### src/rtl/lcd_text_feeder_if.sv
// lcd_text_feeder_if: producer stream, LCD controller handshake and status
// signals of the text feeder, bundled for a single port connection.
interface lcd_text_feeder_if #(
  parameter int DEPTH = 16
);
  localparam int LEVEL_W = $clog2(DEPTH) + 1;

  logic               in_valid;
  logic [7:0]         in_data;
  logic               in_ready;
  logic               clear;
  logic               lcd_busy;
  logic               lcd_e;
  logic [7:0]         lcd_data;
  logic               lcd_rs;
  logic [LEVEL_W-1:0] level;
  logic               err;

  // Feeder side: consumes the byte stream, drives the controller strobe.
  modport slave (
    input  in_valid, in_data, clear, lcd_busy,
    output in_ready, lcd_e, lcd_data, lcd_rs, level, err
  );

  // Environment side: producer plus LCD controller.
  modport master (
    output in_valid, in_data, clear, lcd_busy,
    input  in_ready, lcd_e, lcd_data, lcd_rs, level, err
  );
endinterface

### src/rtl/lcd_text_feeder.sv
// lcd_text_feeder: buffers a byte stream in a FIFO and hands each byte to the
// LCD controller as a one-cycle strobe while the controller is idle. Tracks the
// cursor and inserts DDRAM address commands on line wrap.
// Optional feature macro: LCD_FEEDER_CTRL_CHARS_EN -- when defined, 0x0A
// (newline) and 0x0C (form feed) become controller commands instead of text.
module lcd_text_feeder #(
  parameter int DEPTH       = 16,
  parameter int COLS        = 16,
  parameter int ROWS        = 2,
  parameter int ACK_TIMEOUT = 255
) (
  input  logic             clk,
  input  logic             rst_n,
  lcd_text_feeder_if.slave bus
);
  localparam int AW    = $clog2(DEPTH);
  localparam int COL_W = $clog2(COLS + 1);
  localparam int ROW_W = (ROWS > 1) ? $clog2(ROWS) : 1;
  localparam int CNT_W = $clog2(ACK_TIMEOUT + 1);

  typedef enum logic [1:0] {IDLE, STROBE, WAIT_ACK, WAIT_DONE} state_t;

  // FIFO storage and pointers (one extra bit separates full from empty)
  logic [7:0]  mem [DEPTH];
  logic [AW:0] wr_ptr, rd_ptr;
  logic        full, empty, push, pop;
  logic [7:0]  head;
  logic        is_nl, is_ff;

  // Sequencer and cursor state
  state_t           state, state_next;
  logic [CNT_W-1:0] ack_cnt, ack_cnt_next;
  logic [COL_W-1:0] col, col_next;
  logic [ROW_W-1:0] row, row_next, row_inc;
  logic             cmd_pend, cmd_pend_next;
  logic [7:0]       cmd_byte, cmd_byte_next;
  logic             e_q, e_next;
  logic             rs_q, rs_next;
  logic             err_q, err_next;
  logic [7:0]       data_q, data_next;

  // Set-DDRAM-address command for the first column of row r (8-bit math).
  function automatic logic [7:0] addr_cmd(input logic [ROW_W-1:0] r);
    logic [7:0] addr;
    addr = 8'(r) * 8'h40;
    return 8'h80 | {1'b0, addr[6:0]};
  endfunction

  assign empty        = (wr_ptr == rd_ptr);
  assign full         = (wr_ptr[AW] != rd_ptr[AW]) &&
                        (wr_ptr[AW-1:0] == rd_ptr[AW-1:0]);
  assign bus.in_ready = !full && !bus.clear;
  assign push         = bus.in_valid && bus.in_ready;
  assign bus.level    = wr_ptr - rd_ptr;
  assign head         = mem[rd_ptr[AW-1:0]];
  assign row_inc      = (row == ROW_W'(ROWS - 1)) ? '0 : row + ROW_W'(1);

`ifdef LCD_FEEDER_CTRL_CHARS_EN
  assign is_nl = (head == 8'h0A);
  assign is_ff = (head == 8'h0C);
`else
  assign is_nl = 1'b0;
  assign is_ff = 1'b0;
`endif

  assign bus.lcd_e    = e_q;
  assign bus.lcd_data = data_q;
  assign bus.lcd_rs   = rs_q;
  assign bus.err      = err_q;

  // Byte storage write port.
  // NOTE: the storage array has no reset; a location is only read after it
  // was written, and leaving it unreset lets it map onto RAM.
  always_ff @(posedge clk) begin
    if (push) mem[wr_ptr[AW-1:0]] <= bus.in_data;
  end

  // FIFO pointers; clear empties the buffer and wins over a same-cycle push.
  always_ff @(posedge clk or negedge rst_n) begin
    if (!rst_n) begin
      wr_ptr <= '0;
      rd_ptr <= '0;
    end else if (bus.clear) begin
      wr_ptr <= '0;
      rd_ptr <= '0;
    end else begin
      if (push) wr_ptr <= wr_ptr + (AW+1)'(1);
      if (pop)  rd_ptr <= rd_ptr + (AW+1)'(1);
    end
  end

  // Sequencer: pick next byte/command, strobe it, then follow the busy handshake.
  // NOTE: every variable gets a default at the top so no path leaves one
  // unassigned; a missing default here would infer a latch.
  always_comb begin
    state_next    = state;
    ack_cnt_next  = ack_cnt;
    col_next      = col;
    row_next      = row;
    cmd_pend_next = cmd_pend;
    cmd_byte_next = cmd_byte;
    e_next        = 1'b0;
    data_next     = data_q;
    rs_next       = rs_q;
    err_next      = err_q;
    pop           = 1'b0;

    case (state)
      IDLE: begin
        if (!bus.lcd_busy && !bus.clear) begin
          if (cmd_pend) begin
            // A pending address command goes out before any queued text.
            data_next     = cmd_byte;
            rs_next       = 1'b0;
            cmd_pend_next = 1'b0;
            e_next        = 1'b1;
            state_next    = STROBE;
          end else if (!empty) begin
            pop        = 1'b1;
            e_next     = 1'b1;
            state_next = STROBE;
            if (is_nl) begin
              row_next  = row_inc;
              col_next  = '0;
              data_next = addr_cmd(row_inc);
              rs_next   = 1'b0;
            end else if (is_ff) begin
              row_next  = '0;
              col_next  = '0;
              data_next = 8'h01;
              rs_next   = 1'b0;
            end else begin
              data_next = head;
              rs_next   = 1'b1;
              if (col == COL_W'(COLS - 1)) begin
                // Row is full: move to the next row and queue its address.
                col_next      = '0;
                row_next      = row_inc;
                cmd_pend_next = 1'b1;
                cmd_byte_next = addr_cmd(row_inc);
              end else begin
                col_next = col + COL_W'(1);
              end
            end
          end
        end
      end
      STROBE: begin
        ack_cnt_next = '0;
        state_next   = WAIT_ACK;
      end
      WAIT_ACK: begin
        if (bus.lcd_busy) begin
          state_next = WAIT_DONE;
        end else if (ack_cnt == CNT_W'(ACK_TIMEOUT - 1)) begin
          err_next   = 1'b1;
          state_next = IDLE;
        end else begin
          ack_cnt_next = ack_cnt + CNT_W'(1);
        end
      end
      WAIT_DONE: begin
        if (!bus.lcd_busy) state_next = IDLE;
      end
      default: state_next = IDLE;
    endcase

    // clear resets the cursor but lets an in-flight transfer finish.
    if (bus.clear) begin
      cmd_pend_next = 1'b0;
      row_next      = '0;
      col_next      = '0;
    end
  end

  // Sequencer, cursor and output registers.
  // NOTE: clocked state uses non-blocking assignments so every register
  // samples the pre-edge values, independent of statement order.
  always_ff @(posedge clk or negedge rst_n) begin
    if (!rst_n) begin
      state    <= IDLE;
      ack_cnt  <= '0;
      col      <= '0;
      row      <= '0;
      cmd_pend <= 1'b0;
      cmd_byte <= 8'h00;
      e_q      <= 1'b0;
      data_q   <= 8'h00;
      rs_q     <= 1'b0;
      err_q    <= 1'b0;
    end else begin
      state    <= state_next;
      ack_cnt  <= ack_cnt_next;
      col      <= col_next;
      row      <= row_next;
      cmd_pend <= cmd_pend_next;
      cmd_byte <= cmd_byte_next;
      e_q      <= e_next;
      data_q   <= data_next;
      rs_q     <= rs_next;
      err_q    <= err_next;
    end
  end
endmodule
### src/flat_wrapper.sv
// flat-port wrapper written by rule: the top's interface ports become plain ports
module lcd_text_feeder_flat 
#(
  parameter int DEPTH       = 16,
  parameter int COLS        = 16,
  parameter int ROWS        = 2,
  parameter int ACK_TIMEOUT = 255
)
  (clk, rst_n, bus_in_valid, bus_in_data, bus_clear, bus_lcd_busy, bus_in_ready, bus_lcd_e, bus_lcd_data, bus_lcd_rs, bus_level, bus_err);
  lcd_text_feeder_if #(.DEPTH(DEPTH)) bus_i ();
  input  logic clk;
  input  logic rst_n;
  input wire logic [$bits(bus_i.in_valid)-1:0] bus_in_valid;
  input wire logic [$bits(bus_i.in_data)-1:0] bus_in_data;
  input wire logic [$bits(bus_i.clear)-1:0] bus_clear;
  input wire logic [$bits(bus_i.lcd_busy)-1:0] bus_lcd_busy;
  output wire logic [$bits(bus_i.in_ready)-1:0] bus_in_ready;
  output wire logic [$bits(bus_i.lcd_e)-1:0] bus_lcd_e;
  output wire logic [$bits(bus_i.lcd_data)-1:0] bus_lcd_data;
  output wire logic [$bits(bus_i.lcd_rs)-1:0] bus_lcd_rs;
  output wire logic [$bits(bus_i.level)-1:0] bus_level;
  output wire logic [$bits(bus_i.err)-1:0] bus_err;
  assign bus_i.in_valid = bus_in_valid;
  assign bus_i.in_data = bus_in_data;
  assign bus_i.clear = bus_clear;
  assign bus_i.lcd_busy = bus_lcd_busy;
  assign bus_in_ready = bus_i.in_ready;
  assign bus_lcd_e = bus_i.lcd_e;
  assign bus_lcd_data = bus_i.lcd_data;
  assign bus_lcd_rs = bus_i.lcd_rs;
  assign bus_level = bus_i.level;
  assign bus_err = bus_i.err;
  lcd_text_feeder #(.DEPTH(DEPTH), .COLS(COLS), .ROWS(ROWS), .ACK_TIMEOUT(ACK_TIMEOUT)) u_core (.clk(clk), .rst_n(rst_n), .bus(bus_i));
endmodule
### config.mk
export PLATFORM = sky130hd
export DESIGN_NAME = lcd_text_feeder_flat
export DESIGN_NICKNAME = d
export VERILOG_FILES = /design/src/rtl/lcd_text_feeder_if.sv /design/src/rtl/lcd_text_feeder.sv /design/src/flat_wrapper.sv
export SDC_FILE = /design/constraint.sdc
export NUM_CORES = 1
export LEC_CHECK = 0
export CORE_MARGIN = 5
export CORE_UTILIZATION = 42
export CTS_BUF_LIST = sky130_fd_sc_hd__clkbuf_8
export CTS_CLUSTER_SIZE = 25
export DETAILED_ROUTE_END_ITERATION = 7
export GPL_TIMING_DRIVEN = 0
export PLACE_DENSITY_LB_ADDON = 0.2
export SYNTH_ARGS = -nofsm -noshare
export SYNTH_HDL_FRONTEND = slang
export SYNTH_SLANG_ARGS = --single-unit
### constraint.sdc
create_clock -name clk -period 3.6 [get_ports clk]
set_input_delay 0.36 -clock clk [delete_from_list [all_inputs] [get_ports clk]]
set_output_delay 0.36 -clock clk [all_outputs]
set_load 0.005 [all_outputs]
Word-level counts from Yosys, hierarchy flattened
Memory sizes are Yosys's and may differ from the RTL's. Index checks and enable logic that the tools add are counted.

$add $sub $neg: 6. Equal/unequal tests: 17. Mux-type cells: 46. Bitwise logic cells: 3. Reduce and logical (&&, ||, !) cells: 22.

Operators with widths (count): $mux 5 (10); $mux 8 (4); $mux 1 (24); $pmux 8 s2 (1); $add 5x1->5 const B (3); $mux 2 (6); $ne 2x2->1 const B (6); $reduce_bool 2->1 (6); $reduce_and 5->1 (2); $reduce_and 3->1 (3); $add 8x1->8 const B (1); $eq 8x8->1 const B (1); $pmux 2 s4 (1); $reduce_and 4->1 (2); $eq 5x4->1 const B (1); $eq 5x5->1 (1); $sub 5x5->5 (1); $eq 2x2->1 const B (2); $eq 4x4->1 (1); $logic_and 1x1->1 (4); $logic_not 1->1 (3); $ne 3x2->1 const B (1); $ne 3x3->1 const B (1); $not 1->1 (3); other kinds (6) (6).

Register bits after elaboration: 40. RAM bits: 128. Input bits: 13. Logic and storage cells: 107. Memories: 1.

Memory list: u_core.mem (depth 16, width 8, read ports 1, clocked after memory_dff 0, wr ports 1, line lcd_text_feeder.sv:24) `logic [7:0] mem [DEPTH];`.

Logic depth before layout (Yosys ltp)
Gate-level depths: netlist of the first run.

Depth in word-level cells: 8. Depth in mapped cells: 9. Gate-level depth less buffers: 7.

Least setup slack after synthesis of the first run
No wires, ideal clock.

Path kind: flip-flop to flip-flop. Start: register u_core.rd_ptr[2]. End: memory u_core.mem[3][0] (enable). Setup time: 0.395 ns. Data arrival time: 2.475 ns. Data required time: 3.205 ns. Slack: 0.730 ns. Cell stages (with the launch flop): 8. Path buffers: 2. Period minus slack after synthesis: 2.870 ns. Cell sequence: dfrtp_1 buf_2 buf_1 inv_1 ha_1 nand4_1 o211ai_2 nor4_1.

Longest elaborated chain between the ends: 7.

RTL lines: from (decl) (line lcd_text_feeder.sv:25) `logic [AW:0] wr_ptr, rd_ptr;`; from (signal assigned) (line lcd_text_feeder.sv:88) `if (pop) rd_ptr <= rd_ptr + (AW+1)'(1);`; $eq 4x4->1 (line lcd_text_feeder.sv:51) `(wr_ptr[AW-1:0] == rd_ptr[AW-1:0]);`; $logic_and 1x1->1 (line lcd_text_feeder.sv:50) `assign full = (wr_ptr[AW] != rd_ptr[AW]) &&`; $logic_not 1->1 (line lcd_text_feeder.sv:52) `assign bus.in_ready = !full && !bus.clear;`; $logic_and 1x1->1 (line lcd_text_feeder.sv:52); $logic_and 1x1->1 (line lcd_text_feeder.sv:53) `assign push = bus.in_valid && bus.in_ready;`; $mux 1 (line lcd_text_feeder.sv:75) `if (push) mem[wr_ptr[AW-1:0]] <= bus.in_data;`; $mux 1 (implied by the code) (line lcd_text_feeder.sv:75); to (decl) (line lcd_text_feeder.sv:24).

Every way passes these cells.

Worst setup path in the final report of the first run
Start: register u_core.rd_ptr[3]. End: memory u_core.mem[13][5] (enable).

The elaborated chain is that of the path after synthesis.

==> results of run 1 <==
[cells in the mapped netlist, types with 2 or more instances]
| cell type | instances |
|---|---|
| edfxtp_1 | 128 |
| dfrtp_1 | 40 |
| mux4_2 | 28 |
| nor2_1 | 19 |
| nand2_1 | 16 |
| inv_1 | 15 |
| a21oi_1 | 12 |
| a22oi_1 | 12 |
| ha_1 | 12 |
| mux2i_1 | 12 |
| and2_1 | 11 |
| nand3_1 | 11 |
| and3_1 | 9 |
| clkbuf_1 | 9 |
| xnor2_1 | 9 |
| o21ai_0 | 7 |
| a22o_1 | 6 |
| nor2b_1 | 6 |
| a211oi_1 | 5 |
| o31ai_1 | 5 |
| or3_1 | 4 |
| xor2_1 | 4 |
| a21o_1 | 3 |
| buf_2 | 3 |
| buf_6 | 3 |
| nand2b_1 | 3 |
| nand3b_1 | 3 |
| nand4_1 | 3 |
| nor3_1 | 3 |
| o211ai_1 | 3 |
| a2111oi_0 | 2 |
| a2bb2oi_1 | 2 |
| a31oi_1 | 2 |
| buf_1 | 2 |
| buf_4 | 2 |
| nor3b_1 | 2 |
| o221ai_1 | 2 |
[layout make-up]
type / instances / share of cell area
inverter: 15 / 0.006968
tap: 220 / 0.03407
buffer: 18 / 0.01270
timing repair buffer: 32 / 0.03995
clock buffer: 17 / 0.02896
clock inverter: 15 / 0.01564
multi-input combinational: 234 / 0.2622
sequential: 168 / 0.5996
[flip-flops by register name, summed over array words and instances, names as in the netlist]
| signal | cells |
|---|---|
| u_core.mem | 128 |
| u_core.ack_cnt | 8 |
| u_core.bus.lcd_data | 8 |
| u_core.col | 5 |
| u_core.rd_ptr | 5 |
| u_core.wr_ptr | 5 |
| u_core.cmd_byte | 2 |
| u_core.state | 2 |
| u_core.bus.err | 1 |
| u_core.bus.lcd_e | 1 |
| u_core.bus.lcd_rs | 1 |
| u_core.cmd_pend | 1 |
| u_core.row | 1 |
[routing by layer]
layer,share of wire,vias up,GRT usage
met1,0.46,1998,0.2112
met3,0.038,12,0.04294
met2,0.49,75,0.2661
met4,0.012,0,0.04182
met5,0,-,0
li1,-,1807,-
[worst paths after layout]
path	from	endpoint	depth (start not counted)
max reg2reg	u_core.rd_ptr[3]$_DFFE_PN0P_	u_core.mem[13][5]$_DFFE_PP_	7
min	rst_n	u_core.rd_ptr[3]$_DFFE_PN0P_	2
max in group asynchronous	rst_n	u_core.ack_cnt[1]$_DFFE_PN0P_	3
max	u_core.rd_ptr[3]$_DFFE_PN0P_	u_core.mem[13][5]$_DFFE_PP_	7
min reg2reg	u_core.cmd_byte[7]$_DFFE_PN0P_	u_core.cmd_byte[7]$_DFFE_PN0P_	1
min in group clk	u_core.cmd_byte[7]$_DFFE_PN0P_	u_core.cmd_byte[7]$_DFFE_PN0P_	1
[worst max-delay path, cell delays in order, from the launching register on]
cell and delay (ns):
dfrtp_1 0.46, clkbuf_1 0.34, inv_1 0.14, ha_1 0.37, and4_1 0.31, a211oi_1 0.53
and3_1 0.29, and2_1 0.49
[through the flow]
step	setup slack (ns)	power (W)	hold slack, ns	setup TNS [ns]
6_report	0.2854	0.004118	0.2533	0
5_1_grt	0.1355	0.004312	0.2309	0
4_1_cts	0.1237	0.004164	0.2307	0
3_5_place_dp	0.003058	0.002931	0.1904	0
3_3_place_gp	-0.6450	0.002916	0.4535	-7.761
2_1_floorplan	0.7300	0.002642	0.06441	0
[cell usage in the layout (no fill, tap or decap), types with 5 or more instances in the layout]
| master | count |
|---|---|
| and3_1 | 9 |
| clkdlybuf4s50_1 | 28 |
| a21oi_1 | 12 |
| nand2_1 | 16 |
| dfrtp_1 | 40 |
| nor2b_1 | 6 |
| o31ai_1 | 5 |
| ha_1 | 12 |
| nand3_1 | 11 |
| xnor2_1 | 9 |
| mux4_2 | 28 |
| o21ai_0 | 7 |
| inv_1 | 16 |
| edfxtp_1 | 128 |
| and2_1 | 10 |
| nor2_1 | 19 |
| clkbuf_8 | 17 |
| a22o_1 | 6 |
| clkbuf_1 | 8 |
| inv_6 | 5 |
| a22oi_1 | 12 |
| mux2i_1 | 12 |
| a211oi_1 | 5 |
[timing repair]
item	in CTS	in global routing
endpoints found under the setup margin	12	17
hold endpoints to repair	40	0
hold buffers	1	0
gates resized for setup	1	2
[kinds of logic after synthesis]
family / after synthesis / synth area share
AO/OA/AOI/OAI: 70 / 0.07239
buffers and inverters: 34 / 0.02272
flip-flops: 168 / 0.6819
AND/OR/NAND/NOR: 97 / 0.07503
multiplexers: 40 / 0.1057
XOR/XNOR: 14 / 0.01832
adder cells (fa/ha/maj): 13 / 0.02395
[power groups by stage]
stage | Clock, W | Sequential, W | Combinational, W
after detailed placement | 0 | 0.00230 | 0.000633
after CTS | 0.00127 | 0.00226 | 0.000636
after global routing | 0.00135 | 0.00227 | 0.000688
after floorplan | 0 | 0.00228 | 0.000364
final | 0.00124 | 0.00226 | 0.000622
after global placement | 0 | 0.00229 | 0.000622
==> out/results.ini, run 1 <==
[power_and_ir_drop]
combPwrFrac = 0.151
power_switching_w = 0.001071
power.density_nw_per_um2 = 509.7
ir_drop_mv = 0.2833
seq_power_share = 0.548
total_leakage_power_nw = 2.793
p_int_w = 0.003048
p_clk_frac = 0.301
switching_share = 0.2600

[synthesis]
synth_nets = 462
ys_types = 55
ys.flop_type = edfxtp_1
ys_seq_area_frac = 0.6819
syn_area_per_cell_um2 = 16.29
ys_ff_latch = 168
syn-cell-area_um2 = 7104
yosysWarnings = 0
synthArstFlopShare = 0.2381
yosys-top-cells-area = edfxtp_1, dfrtp_1, mux4_2, ha_1, mux2i_1
yosysTopAreaCellShare = 0.5410
yosys.area.top_type = edfxtp_1
synth_edf_count = 128
synthesis.instances = 436

[detailed_routing]
drc = 0
drt-total-wl_um = 14850
wl_per_cell_um = 20.66
final_antenna_net_count = 0
vias = 3892
avgViaCountPerCell = 5.413
drt_iter0_markers = 268
drtPass1Iterations = 6

[die]
die_h_um = 140.1
dieArea_um2 = 19620
core_um2 = 16580
placementRows = 47
die-width_um = 140.1
start_util = 0.4284
io_pins = 30

[sta]
fmax_mhz = 301.7
fin_worst_skew_ns = 0.01154
finalCriticalPeriod_ns = 3.315
rsz0062_at_grt = no
maxSlewViolCount = 0
setup_viol = 0
post-route-period-util = 0.9207
hold_viol_final = 0
slew_headroom = 0.3851
tightestPinTransition_ns = 0.9223

[setup_path]
reg2reg_slack_ns = 0.29
start_kind = flip-flop
worstSetupEndpointType = flip-flop
arrival_ns = 3.40
crit_required_ns = 3.69
worstSetupPathType = reg -> reg
cp_max_fo = 10

[clock_tree]
cts.clk_slew.worst_paths_ns = 0.09
h-tree-depth = 4
clock-root-buffer = clkbuf_8
cts_tree = built
clockBufferDepth = 2
clk-insertion-delay-late_ns = 0.45
post-cts-setup-buffers = 0
cts_made_buffers = 17
cts_sinks = 168

[layout]
fin_util = 0.4872
area_growth_pct = 13.74
nets = 512
multi_input_area_um2 = 2118
diodes = 0
fin_area_um2 = 8080
fin_cells = 719
drive_gt1_frac = 0.1603
register_area_um2 = 4845
fillers = 1451

[global_route]
grt_use_total = 0.1604
grt_overflow = 0
grt_pass1_vias = 4126
grt_pass1_wl_um = 23750
grt_start_max_net_pins = 38
antenna_found_initial = 0

[placed_design]
dpl_cell_area_um2 = 7711
io_buffer_count = 29
dp_cells = 687
dp_hpwl_um = 10140
place_congestion = 0.8115

[run_status]
status = completed

[flow_run]
maxCapViolations = 0

[worst_hold_path]
hp-class = in -> async

Power figures use the tool's default switching activity.
==> run 2, diff against run 1 <==
--- a/config.mk
+++ b/config.mk
@@ -8,6 +8,7 @@
 export CORE_MARGIN = 5
 export CORE_UTILIZATION = 42
 export CTS_BUF_LIST = sky130_fd_sc_hd__clkbuf_8
+export CTS_CLUSTER_DIAMETER = 30
 export CTS_CLUSTER_SIZE = 25
 export DETAILED_ROUTE_END_ITERATION = 7
 export GPL_TIMING_DRIVEN = 0
==> results of run 2 <==
No change in the layout: final DEF, timing and power equal those of run 1.
